File: src/rtl/hdmi_timing_pkg.sv
// Shared 720p60 timing constants and RGB565 helpers for the HDMI input and output paths.
package hdmi_timing_pkg;

  localparam int unsigned H_ACT_720P   = 1280;
  localparam int unsigned H_FP_720P    = 110;
  localparam int unsigned H_SYNC_720P  = 40;
  localparam int unsigned H_BP_720P    = 220;
  localparam int unsigned H_TOTAL_720P = H_ACT_720P + H_FP_720P + H_SYNC_720P + H_BP_720P;

  localparam int unsigned V_ACT_720P   = 720;
  localparam int unsigned V_FP_720P    = 5;
  localparam int unsigned V_SYNC_720P  = 5;
  localparam int unsigned V_BP_720P    = 20;
  localparam int unsigned V_TOTAL_720P = V_ACT_720P + V_FP_720P + V_SYNC_720P + V_BP_720P;

  // RGB565 field positions within a 16-bit pixel
  localparam int unsigned R_MSB = 15;
  localparam int unsigned R_LSB = 11;
  localparam int unsigned G_MSB = 10;
  localparam int unsigned G_LSB = 5;
  localparam int unsigned B_MSB = 4;
  localparam int unsigned B_LSB = 0;

  typedef struct packed {
    logic [7:0] r;
    logic [7:0] g;
    logic [7:0] b;
  } rgb888_t;

  typedef struct packed {
    logic de;
    logic hs;
    logic vs;
    logic miss;
  } stage1_t;

  // Expand by replicating the field MSBs into the new LSBs so full scale maps to 0xFF.
  function automatic rgb888_t rgb565_to_888(input logic [15:0] pix);
    logic [4:0] r;
    logic [5:0] g;
    logic [4:0] b;
    rgb888_t    o;
    r   = pix[R_MSB:R_LSB];
    g   = pix[G_MSB:G_LSB];
    b   = pix[B_MSB:B_LSB];
    o.r = {r, r[4:2]};
    o.g = {g, g[5:4]};
    o.b = {b, b[4:2]};
    return o;
  endfunction

endpackage

File: src/rtl/hdmi_data_out_if.sv
// Pixel FIFO pull interface plus video outputs toward the HDMI transmitter.
interface hdmi_data_out_if;
  logic        timing_en;
  logic        fifo_empty;
  logic [15:0] pix_data_in;
  logic        underflow_clr;
  logic        pix_req;
  logic        frame_start;
  logic        hs_out;
  logic        vs_out;
  logic        de_out;
  logic [7:0]  red_out;
  logic [7:0]  green_out;
  logic [7:0]  blue_out;
  logic        underflow;

  modport master (
    output timing_en, fifo_empty, pix_data_in, underflow_clr,
    input  pix_req, frame_start, hs_out, vs_out, de_out,
    input  red_out, green_out, blue_out, underflow
  );

  modport slave (
    input  timing_en, fifo_empty, pix_data_in, underflow_clr,
    output pix_req, frame_start, hs_out, vs_out, de_out,
    output red_out, green_out, blue_out, underflow
  );
endinterface

File: src/rtl/video_timing_gen.sv
// Horizontal/vertical counters with active, sync and frame-start decode.
module video_timing_gen #(
  parameter int unsigned H_ACT  = 1280,
  parameter int unsigned H_FP   = 110,
  parameter int unsigned H_SYNC = 40,
  parameter int unsigned H_BP   = 220,
  parameter int unsigned V_ACT  = 720,
  parameter int unsigned V_FP   = 5,
  parameter int unsigned V_SYNC = 5,
  parameter int unsigned V_BP   = 20
) (
  input  logic hdmi_pix_clk_in,
  input  logic rst,
  input  logic timing_en_i,
  output logic active_o,
  output logic hs_act_o,
  output logic vs_act_o,
  output logic frame_start_o
);

  localparam int unsigned HTotal = H_ACT + H_FP + H_SYNC + H_BP;
  localparam int unsigned VTotal = V_ACT + V_FP + V_SYNC + V_BP;
  localparam int unsigned HW     = $clog2(HTotal);
  localparam int unsigned VW     = $clog2(VTotal);

  localparam logic [HW-1:0] HLast   = HW'(HTotal - 1);
  localparam logic [HW-1:0] HActEnd = HW'(H_ACT);
  localparam logic [HW-1:0] HsStart = HW'(H_ACT + H_FP);
  localparam logic [HW-1:0] HsEnd   = HW'(H_ACT + H_FP + H_SYNC);
  localparam logic [VW-1:0] VLast   = VW'(VTotal - 1);
  localparam logic [VW-1:0] VActEnd = VW'(V_ACT);
  localparam logic [VW-1:0] VsStart = VW'(V_ACT + V_FP);
  localparam logic [VW-1:0] VsEnd   = VW'(V_ACT + V_FP + V_SYNC);

  logic [HW-1:0] h_cnt_q, h_cnt_d;
  logic [VW-1:0] v_cnt_q, v_cnt_d;

  always_comb begin
    h_cnt_d = h_cnt_q;
    v_cnt_d = v_cnt_q;
    if (!timing_en_i) begin
      h_cnt_d = '0;
      v_cnt_d = '0;
    end else if (h_cnt_q == HLast) begin
      h_cnt_d = '0;
      v_cnt_d = (v_cnt_q == VLast) ? '0 : v_cnt_q + 1'b1;
    end else begin
      h_cnt_d = h_cnt_q + 1'b1;
    end
  end

  always_ff @(posedge hdmi_pix_clk_in or negedge rst) begin
    if (!rst) begin
      h_cnt_q <= '0;
      v_cnt_q <= '0;
    end else begin
      h_cnt_q <= h_cnt_d;
      v_cnt_q <= v_cnt_d;
    end
  end

  // Gating with rst keeps the FIFO strobe quiet while reset is held with timing_en high.
  assign active_o      = rst && timing_en_i && (h_cnt_q < HActEnd) && (v_cnt_q < VActEnd);
  assign hs_act_o      = timing_en_i && (h_cnt_q >= HsStart) && (h_cnt_q < HsEnd);
  assign vs_act_o      = timing_en_i && (v_cnt_q >= VsStart) && (v_cnt_q < VsEnd);
  assign frame_start_o = active_o && (h_cnt_q == '0) && (v_cnt_q == '0);

endmodule

File: src/rtl/hdmi_data_out.sv
// HDMI transmit path: 720p timing, RGB565 FIFO pull, 2-stage output pipeline and underflow flag.
module hdmi_data_out
  import hdmi_timing_pkg::*;
#(
  parameter int unsigned H_ACT  = H_ACT_720P,
  parameter int unsigned H_FP   = H_FP_720P,
  parameter int unsigned H_SYNC = H_SYNC_720P,
  parameter int unsigned H_BP   = H_BP_720P,
  parameter int unsigned V_ACT  = V_ACT_720P,
  parameter int unsigned V_FP   = V_FP_720P,
  parameter int unsigned V_SYNC = V_SYNC_720P,
  parameter int unsigned V_BP   = V_BP_720P,
  parameter bit          HS_POL = 1'b1,
  parameter bit          VS_POL = 1'b1
) (
  input logic              hdmi_pix_clk_in,
  input logic              rst,
  hdmi_data_out_if.slave   hdmi
);

  localparam stage1_t S1Idle = '{de: 1'b0, hs: ~HS_POL, vs: ~VS_POL, miss: 1'b0};

  logic    req, hs_act, vs_act, frame_start;
  stage1_t s1_q, s1_d;
  logic    de_q, de_d, hs_q, hs_d, vs_q, vs_d;
  rgb888_t rgb_q, rgb_d;
  logic    underflow_q, underflow_d;

  video_timing_gen #(
    .H_ACT  (H_ACT),
    .H_FP   (H_FP),
    .H_SYNC (H_SYNC),
    .H_BP   (H_BP),
    .V_ACT  (V_ACT),
    .V_FP   (V_FP),
    .V_SYNC (V_SYNC),
    .V_BP   (V_BP)
  ) u_timing (
    .hdmi_pix_clk_in (hdmi_pix_clk_in),
    .rst             (rst),
    .timing_en_i     (hdmi.timing_en),
    .active_o        (req),
    .hs_act_o        (hs_act),
    .vs_act_o        (vs_act),
    .frame_start_o   (frame_start)
  );

  always_comb begin
    s1_d.de   = req;
    s1_d.hs   = hs_act ? HS_POL : ~HS_POL;
    s1_d.vs   = vs_act ? VS_POL : ~VS_POL;
    s1_d.miss = req && hdmi.fifo_empty;

    de_d  = s1_q.de;
    hs_d  = s1_q.hs;
    vs_d  = s1_q.vs;
    // Pixel data for the stage-1 request is presented now; a missed read is forced to black.
    rgb_d = (s1_q.de && !s1_q.miss) ? rgb565_to_888(hdmi.pix_data_in) : '0;

    // Set has priority over clear
    underflow_d = (req && hdmi.fifo_empty) || (underflow_q && !hdmi.underflow_clr);
  end

  always_ff @(posedge hdmi_pix_clk_in or negedge rst) begin
    if (!rst) begin
      s1_q        <= S1Idle;
      de_q        <= 1'b0;
      hs_q        <= ~HS_POL;
      vs_q        <= ~VS_POL;
      rgb_q       <= '0;
      underflow_q <= 1'b0;
    end else begin
      s1_q        <= s1_d;
      de_q        <= de_d;
      hs_q        <= hs_d;
      vs_q        <= vs_d;
      rgb_q       <= rgb_d;
      underflow_q <= underflow_d;
    end
  end

  assign hdmi.pix_req     = req;
  assign hdmi.frame_start = frame_start;
  assign hdmi.de_out      = de_q;
  assign hdmi.hs_out      = hs_q;
  assign hdmi.vs_out      = vs_q;
  assign hdmi.red_out     = rgb_q.r;
  assign hdmi.green_out   = rgb_q.g;
  assign hdmi.blue_out    = rgb_q.b;
  assign hdmi.underflow   = underflow_q;

endmodule

File: src/flat_wrapper.sv
// flat-port wrapper written by rule: the top's interface ports become plain ports
module hdmi_data_out_flat import hdmi_timing_pkg::*;
#(
  parameter int unsigned H_ACT  = H_ACT_720P,
  parameter int unsigned H_FP   = H_FP_720P,
  parameter int unsigned H_SYNC = H_SYNC_720P,
  parameter int unsigned H_BP   = H_BP_720P,
  parameter int unsigned V_ACT  = V_ACT_720P,
  parameter int unsigned V_FP   = V_FP_720P,
  parameter int unsigned V_SYNC = V_SYNC_720P,
  parameter int unsigned V_BP   = V_BP_720P,
  parameter bit          HS_POL = 1'b1,
  parameter bit          VS_POL = 1'b1
)
  (hdmi_pix_clk_in, rst, hdmi_timing_en, hdmi_fifo_empty, hdmi_pix_data_in, hdmi_underflow_clr, hdmi_pix_req, hdmi_frame_start, hdmi_hs_out, hdmi_vs_out, hdmi_de_out, hdmi_red_out, hdmi_green_out, hdmi_blue_out, hdmi_underflow);
  hdmi_data_out_if hdmi_i ();
  input logic hdmi_pix_clk_in;
  input logic rst;
  input wire logic [$bits(hdmi_i.timing_en)-1:0] hdmi_timing_en;
  input wire logic [$bits(hdmi_i.fifo_empty)-1:0] hdmi_fifo_empty;
  input wire logic [$bits(hdmi_i.pix_data_in)-1:0] hdmi_pix_data_in;
  input wire logic [$bits(hdmi_i.underflow_clr)-1:0] hdmi_underflow_clr;
  output wire logic [$bits(hdmi_i.pix_req)-1:0] hdmi_pix_req;
  output wire logic [$bits(hdmi_i.frame_start)-1:0] hdmi_frame_start;
  output wire logic [$bits(hdmi_i.hs_out)-1:0] hdmi_hs_out;
  output wire logic [$bits(hdmi_i.vs_out)-1:0] hdmi_vs_out;
  output wire logic [$bits(hdmi_i.de_out)-1:0] hdmi_de_out;
  output wire logic [$bits(hdmi_i.red_out)-1:0] hdmi_red_out;
  output wire logic [$bits(hdmi_i.green_out)-1:0] hdmi_green_out;
  output wire logic [$bits(hdmi_i.blue_out)-1:0] hdmi_blue_out;
  output wire logic [$bits(hdmi_i.underflow)-1:0] hdmi_underflow;
  assign hdmi_i.timing_en = hdmi_timing_en;
  assign hdmi_i.fifo_empty = hdmi_fifo_empty;
  assign hdmi_i.pix_data_in = hdmi_pix_data_in;
  assign hdmi_i.underflow_clr = hdmi_underflow_clr;
  assign hdmi_pix_req = hdmi_i.pix_req;
  assign hdmi_frame_start = hdmi_i.frame_start;
  assign hdmi_hs_out = hdmi_i.hs_out;
  assign hdmi_vs_out = hdmi_i.vs_out;
  assign hdmi_de_out = hdmi_i.de_out;
  assign hdmi_red_out = hdmi_i.red_out;
  assign hdmi_green_out = hdmi_i.green_out;
  assign hdmi_blue_out = hdmi_i.blue_out;
  assign hdmi_underflow = hdmi_i.underflow;
  hdmi_data_out #(.H_ACT(H_ACT), .H_FP(H_FP), .H_SYNC(H_SYNC), .H_BP(H_BP), .V_ACT(V_ACT), .V_FP(V_FP), .V_SYNC(V_SYNC), .V_BP(V_BP), .HS_POL(HS_POL), .VS_POL(VS_POL)) u_core (.hdmi_pix_clk_in(hdmi_pix_clk_in), .rst(rst), .hdmi(hdmi_i));
endmodule
File: config.mk
export PLATFORM = sky130hd
export DESIGN_NAME = hdmi_data_out_flat
export DESIGN_NICKNAME = d
export VERILOG_FILES = /design/src/rtl/hdmi_timing_pkg.sv /design/src/rtl/hdmi_data_out_if.sv /design/src/rtl/video_timing_gen.sv /design/src/rtl/hdmi_data_out.sv /design/src/flat_wrapper.sv
export SDC_FILE = /design/constraint.sdc
export NUM_CORES = 1
export LEC_CHECK = 0
export BUFFER_PORTS_ARGS = -buffer_cell sky130_fd_sc_hd__buf_4
export CAP_MARGIN = 25
export CORE_AREA = 2 2 64 126
export CTS_CLUSTER_DIAMETER = 30
export CTS_CLUSTER_SIZE = 8
export DETAILED_ROUTE_END_ITERATION = 8
export DIE_AREA = 0 0 66 128
export GPL_ROUTABILITY_DRIVEN = 0
export GPL_TIMING_DRIVEN = 1
export SYNTH_ARGS = -nofsm -noshare
export SYNTH_HDL_FRONTEND = slang
export SYNTH_SLANG_ARGS = --single-unit
File: constraint.sdc
create_clock -name hdmi_pix_clk_in -period 2.1 [get_ports hdmi_pix_clk_in]
set_clock_uncertainty 0.1 [all_clocks]
set_input_delay 0.315 -clock hdmi_pix_clk_in [delete_from_list [all_inputs] [get_ports hdmi_pix_clk_in]]
set_output_delay 0.315 -clock hdmi_pix_clk_in [all_outputs]
set_load 0.01 [all_outputs]
==> metrics.cfg, run 1 <==
[outcome]
status = finished with violations
violations = negative setup slack

[logic_synthesis]
synth_commonest_cells = dfrtp_1 (45), and2_1 (17), nor2_1 (13)
yosys.area.top_type = dfrtp_1
synth_nets = 230
synth_area_leaders = dfrtp_1 (51%), and2_1 (4.9%), ha_1 (4.0%)
seq_area_frac_synth_pct = 51.4
ys_async_sr_fraction_pct = 100
syn_avg_cell_area_um2 = 10.9
synth_edf_count = 0
synth_ff_type = dfrtp_1
synth.most_common_cell = dfrtp_1
yosysWarnings = 0
yosysTopAreaCellShare_pct = 51.4
yosys.cell_types.count = 47
synth_seq_cells = 45
synth_area_um2 = 2190
syn_inst = 202

[final_layout]
area_delta_synth_final_pct = 31.7
drive_above_1_share_pct = 35.6
design_area_um2 = 2890
final_nets = 292
nFillCells = 790
multiInputGateArea_um2 = 901
utilization_pct = 38.3
ff_latch_area_um2 = 1130
n_antenna_cell = 0
finalNonFillerCells = 358

[route]
wire_per_inst_um = 15.1
drt_first_pass_iters = 4
wl_met2_mm = 3.26
ant_nets = 0
viasPerCell = 4.85
met3RoutedLength_um = 201
drt-initial-drc-count = 66
top_layer = met4
drc = 0
via_count = 1738
drt-met1-wl_mm = 1.73
wl_mm = 5.41

[setup_path]
arrival_ps = 1770
crit_type = reg2out
end_kind = primary output
cpLargestDelayFamily = simple AND/OR/NAND/NOR gates
cp-start-kind = flip-flop
crit_required_ps = 1680
cpMaxStageDelayCell = or4b_4
crit_buf_inv = 2
slowest_delay_ps = 450
critPathMaxFanout = 2
cp_cell_sequence = inv_2 -> ha_1 -> or4b_4 -> nor3_2 -> and4b_1 -> buf_6

[clock_network]
cts_tree = done
ctsLongestPathBuffers = 2
numCtsBuffers = 5
cts_max_level = 2
clockRootBuffer = clkbuf_16
cts_hold_buf = 0
clock_latency_ps = 290
cts.clk_slew.worst_paths_ps = 60
cts.sinks = 45

[hold_path]
hp-class = in2async

[sta]
period_needed_ps = 2180
slew_viol_final = 0
hold_viol_final = 0
setup_ws_ps = -80.5
rsz0062_at_grt = yes
setup_viol = 1
finalCritPeriodShare_pct = 104
tns_ps = -80.5
tightest_slew_ps = 562
slew_headroom_pct = 62.5
fmax_mhz = 459

[grt]
grt_pass1_wl_mm = 8.75
antenna_found_initial = 0
globalRouteOverflowTotal = 0
grt_pass1_vias = 1827
grt_max_degree = 46
grt.total_usage_pct = 14.0

[flow_run]
cap_viol_max_count = 0

[power]
p_per_area_nw_per_um2 = 636
vdd_ir_drop_max_v = 0.000362
p_leak_nw = 1.45

[floorplanning]
die-area_um2 = 8450
core_area_um2 = 7540
io_pins = 51
die_w_um = 66
start_util_pct = 29.1
rows = 45
die_h_um = 128

[placement]
place_ws_ps = 58.5
dpl.hpwl_mm = 4.19
placed_cells_incl_taps = 350
port_buffers = 50
placed_cell_area_um2 = 2720

==> layout by cell type (no fill, tap or decap), drive strengths merged, types with 6 or more instances in the layout <==
cell type / count
buf: 75
dfrtp: 45
and2: 17
nor2: 13
inv: 9
nand3: 8
xor2: 7
ha: 7
o21ai: 7
nand4: 6
nand2: 6
and4: 6
==> cell type report <==
cell class / count / share of cell area (%)
Timing Repair Buffer: 75 / 19.6
Tap cell: 94 / 4.07
Inverter: 9 / 1.17
Clock inverter: 2 / 0.563
Sequential cell: 45 / 39.0
Clock buffer: 5 / 4.33
Multi-Input combinational cell: 128 / 31.2
==> logic make-up after synthesis <==
family                   count (synthesis)  share of synthesized area [%]
AND/OR/NAND/NOR                         84                           23.5
flip-flops                              45                           51.4
buffers and inverters                   29                           8.22
AO/OA/AOI/OAI                           28                           9.30
XOR/XNOR                                 8                           3.20
adder cells (fa/ha/maj)                  7                           4.00
multiplexers                             1                          0.457
==> metrics by stage <==
step	hold slack (ps)	total power (W)
2_1_floorplan	-80.6	0.000983
3_3_place_gp	235	0.00108
3_5_place_dp	238	0.00109
4_1_cts	68.8	0.00187
5_1_grt	110	0.00192
6_report	39.6	0.00184
==> flip-flops by register name, indices dropped and copies added, names as in the netlist <==
signal	count
u_core.hdmi.red_out	5
u_core.vs_d	1
u_core.de_d	1
u_core.hdmi.de_out	1
u_core.u_timing.v_cnt_q	10
u_core.hdmi.underflow	1
u_core.hdmi.hs_out	1
u_core.hs_d	1
u_core.hdmi.vs_out	1
u_core.s1_q	1
u_core.u_timing.h_cnt_q	11
u_core.hdmi.green_out	6
u_core.hdmi.blue_out	5
==> worst reg2reg max path, stage by stage, from the launching register on <==
cell     delay (ps)
dfrtp_1         380
or3_4           410
or3_1           510
nor2_1          310
a22o_1          180
==> final timing paths <==
kind,start,endpoint,slack (ps),cells past startpoint
worst max-delay path,u_core.u_timing.h_cnt_q[1],hdmi_frame_start,-80,6
worst min-delay path,rst,u_core.u_timing.v_cnt_q[8],40,2
worst max register to register,u_core.u_timing.h_cnt_q[7],u_core.u_timing.v_cnt_q[3],160,4
worst min register to register,u_core.vs_d,u_core.hdmi.vs_out,250,0
max in group asynchronous,rst,u_core.u_timing.v_cnt_q[5],1460,2
min in group hdmi_pix_clk_in,hdmi_underflow_clr,u_core.hdmi.underflow,110,2
==> where the power goes <==
group	switching, W	internal (W)	total (W)
combinational	0.0000835	0.0000921	0.000176
clock	0.000329	0.000436	0.000765
sequential	0.00000958	0.000887	0.000897
==> layer usage <==
| layer | vias up | global-route usage [%] |
|---|---|---|
| li1 | 823 | - |
| met1 | 844 | 12.0 |
| met2 | 52 | 26.9 |
| met3 | 19 | 2.72 |
| met4 | 0 | 9.96 |
| met5 | - | 0 |
==> repair_timing <==
item / 4_1_cts / 5_1_grt
setup buffers: 1 / 0
pin swaps: 0 / 0
setup endpoints to repair: 1 / 2
gates resized for setup: 3 / 5
No activity file was read; power rests on OpenSTA's default activity.
==> run 2, diff against run 1 <==
--- a/config.mk
+++ b/config.mk
@@ -7,11 +7,11 @@
 export LEC_CHECK = 0
 export BUFFER_PORTS_ARGS = -buffer_cell sky130_fd_sc_hd__buf_4
 export CAP_MARGIN = 25
-export CORE_AREA = 2 2 64 126
+export CORE_AREA = 2 2 59 117
 export CTS_CLUSTER_DIAMETER = 30
 export CTS_CLUSTER_SIZE = 8
 export DETAILED_ROUTE_END_ITERATION = 8
-export DIE_AREA = 0 0 66 128
+export DIE_AREA = 0 0 61 119
 export GPL_ROUTABILITY_DRIVEN = 0
 export GPL_TIMING_DRIVEN = 1
 export SYNTH_ARGS = -nofsm -noshare
==> run 2 against run 1 <==
Via count fell by 0.63%. Die area fell by 14%. Non-clock buffer count fell by 2. Combinational power fell by 3%. Wire length fell by 11%. The run still ends with negative setup slack left. Core utilization rose by 6.0 points. First-iteration DRC count fell by 39%. Sequential power barely moved. Global-route usage rose by 0.12 points. Sequential share of layout area rose by 0.30 points. Worst hold slack got worse by 24 ps.
==> metrics.cfg, run 2 (same netlist as run 1, synthesis figures left out) <==
[placement]
port_buffers = 50
placed_cell_area_um2 = 2690
place_ws_ps = 57.2
dpl.hpwl_mm = 3.57

[final_layout]
area_delta_synth_final_pct = 30.6
n_antenna_cell = 0
top_register = u_core.u_timing.h_cnt_q
final_nets = 290
layout_commonest_cell = buf_4
final_cell_mix = buf_4 (72), dfrtp_1 (45), and2_1 (17)
drive_above_1_share_pct = 34.2
largest_reg_flops = 11
design_area_um2 = 2860

[sta]
period_needed_ps = 2200
setup_ws_ps = -97.8
slew_headroom_pct = 49.0
fmax_mhz = 455
finalCritPeriodShare_pct = 105
setup_viol = 1
slew_viol_final = 0
rsz0062_at_grt = yes
holdWs_ps = 15.6
hold_viol_final = 0
tightest_slew_ps = 763

[power]
p_leak_nw = 1.44
p_per_area_nw_per_um2 = 644
vdd_ir_drop_max_v = 0.000359

[floorplanning]
core_area_um2 = 6460
io_pins = 51
die-area_um2 = 7260
die_h_um = 119
rows = 42
die_w_um = 61
start_util_pct = 33.9

[grt]
grt_use_met2_pct = 24.0
grt_most_used_layer = met2
met1_usage_pct = 16.8
grt_pass1_wl_mm = 7.78
met3_usage_pct = 2.93
grt_max_degree = 46
grt_pass1_vias = 1681
globalRouteOverflowTotal = 0
antenna_found_initial = 0
grt.total_usage_pct = 14.1

[setup_path]
crit_buf_inv = 2
cpMaxStageDelayCell = or4b_4
critPathMaxFanout = 2
cpLargestDelayFamily = simple AND/OR/NAND/NOR gates
cp_cell_sequence = inv_1 -> ha_1 -> or4b_4 -> nor3_2 -> and4b_1 -> buf_6
crit_type = reg2out
cp-start-kind = flip-flop
slowest_delay_ps = 460
end_kind = primary output
arrival_ps = 1780
crit_required_ps = 1680

[route]
drt_first_pass_iters = 4
wl_mm = 4.80
viasPerCell = 4.92
via_count = 1727
drc = 0
wire_per_inst_um = 13.7
drt-initial-drc-count = 40
ant_nets = 0

[clock_network]
ctsLongestPathBuffers = 2
cts.sinks = 45
clock_latency_ps = 290
cts_hold_buf = 0
clockRootBuffer = clkbuf_16
cts_max_level = 2
cts.clk_slew.worst_paths_ps = 60
numCtsBuffers = 5
cts_tree = done

[outcome]
status = finished with violations
violations = negative setup slack

[flow_run]
cap_viol_max_count = 0

[hold_path]
hp-class = in2async

run 2: cell types whose count changed in the layout (fill, tap and decap cells not counted), sizes merged:
cell,change
buf,-2
inv,+1
run 2: metrics by stage:
step | setup TNS (ps) | util [%] | cells | total power, W
after CTS | -142 | 44.1 | 349 | 0.00185
after floorplan | 0 | - | 202 | 0.000983
after global placement | 0 | 41.6 | 341 | 0.00107
after global routing | -161 | 44.3 | 351 | 0.00191
final | -97.8 | 44.3 | 351 | 0.00184
after detailed placement | 0 | 41.6 | 341 | 0.00108
run 2: final timing paths:
check / end / slack (ps) / startpoint / cells after the start
setup / recovery: hdmi_frame_start / -100 / u_core.u_timing.h_cnt_q[0] / 6
hold / removal: u_core.u_timing.h_cnt_q[6] / 20 / rst / 2
setup reg to reg: u_core.u_timing.v_cnt_q[4] / 140 / u_core.u_timing.h_cnt_q[0] / 7
hold reg to reg: u_core.hdmi.hs_out / 260 / u_core.hs_d / 0
max in group asynchronous: u_core.u_timing.v_cnt_q[0] / 1500 / rst / 2
min in group hdmi_pix_clk_in: u_core.hdmi.underflow / 110 / hdmi_underflow_clr / 2
run 2: layout make-up:
type,instances,area (um^2)
Inverter,9,33.8
Clock buffer,5,125
Timing Repair Buffer,73,552
Fill cell,628,3600
Tap cell,88,110
Multi-Input combinational cell,128,895
Sequential cell,45,1130
Clock inverter,3,21.3
run 2: timing repair:
action | in CTS | in global routing
endpoints found under the setup margin | 1 | 1
pin swaps | 1 | 2
resized for setup | 4 | 1
buffers inserted | 0 | 2
hold endpoints to repair | 0 | 0
run 2: layer usage:
metal	share of wire [%]	up-vias
li1	-	816
met1	39	830
met2	52	71
met3	6.9	10
met4	1.7	0
met5	0	-
run 2: power breakdown:
group / internal (W) / switching (W)
Sequential: 0.000887 / 0.00000903
Clock: 0.000442 / 0.000333
Combinational: 0.0000886 / 0.0000822
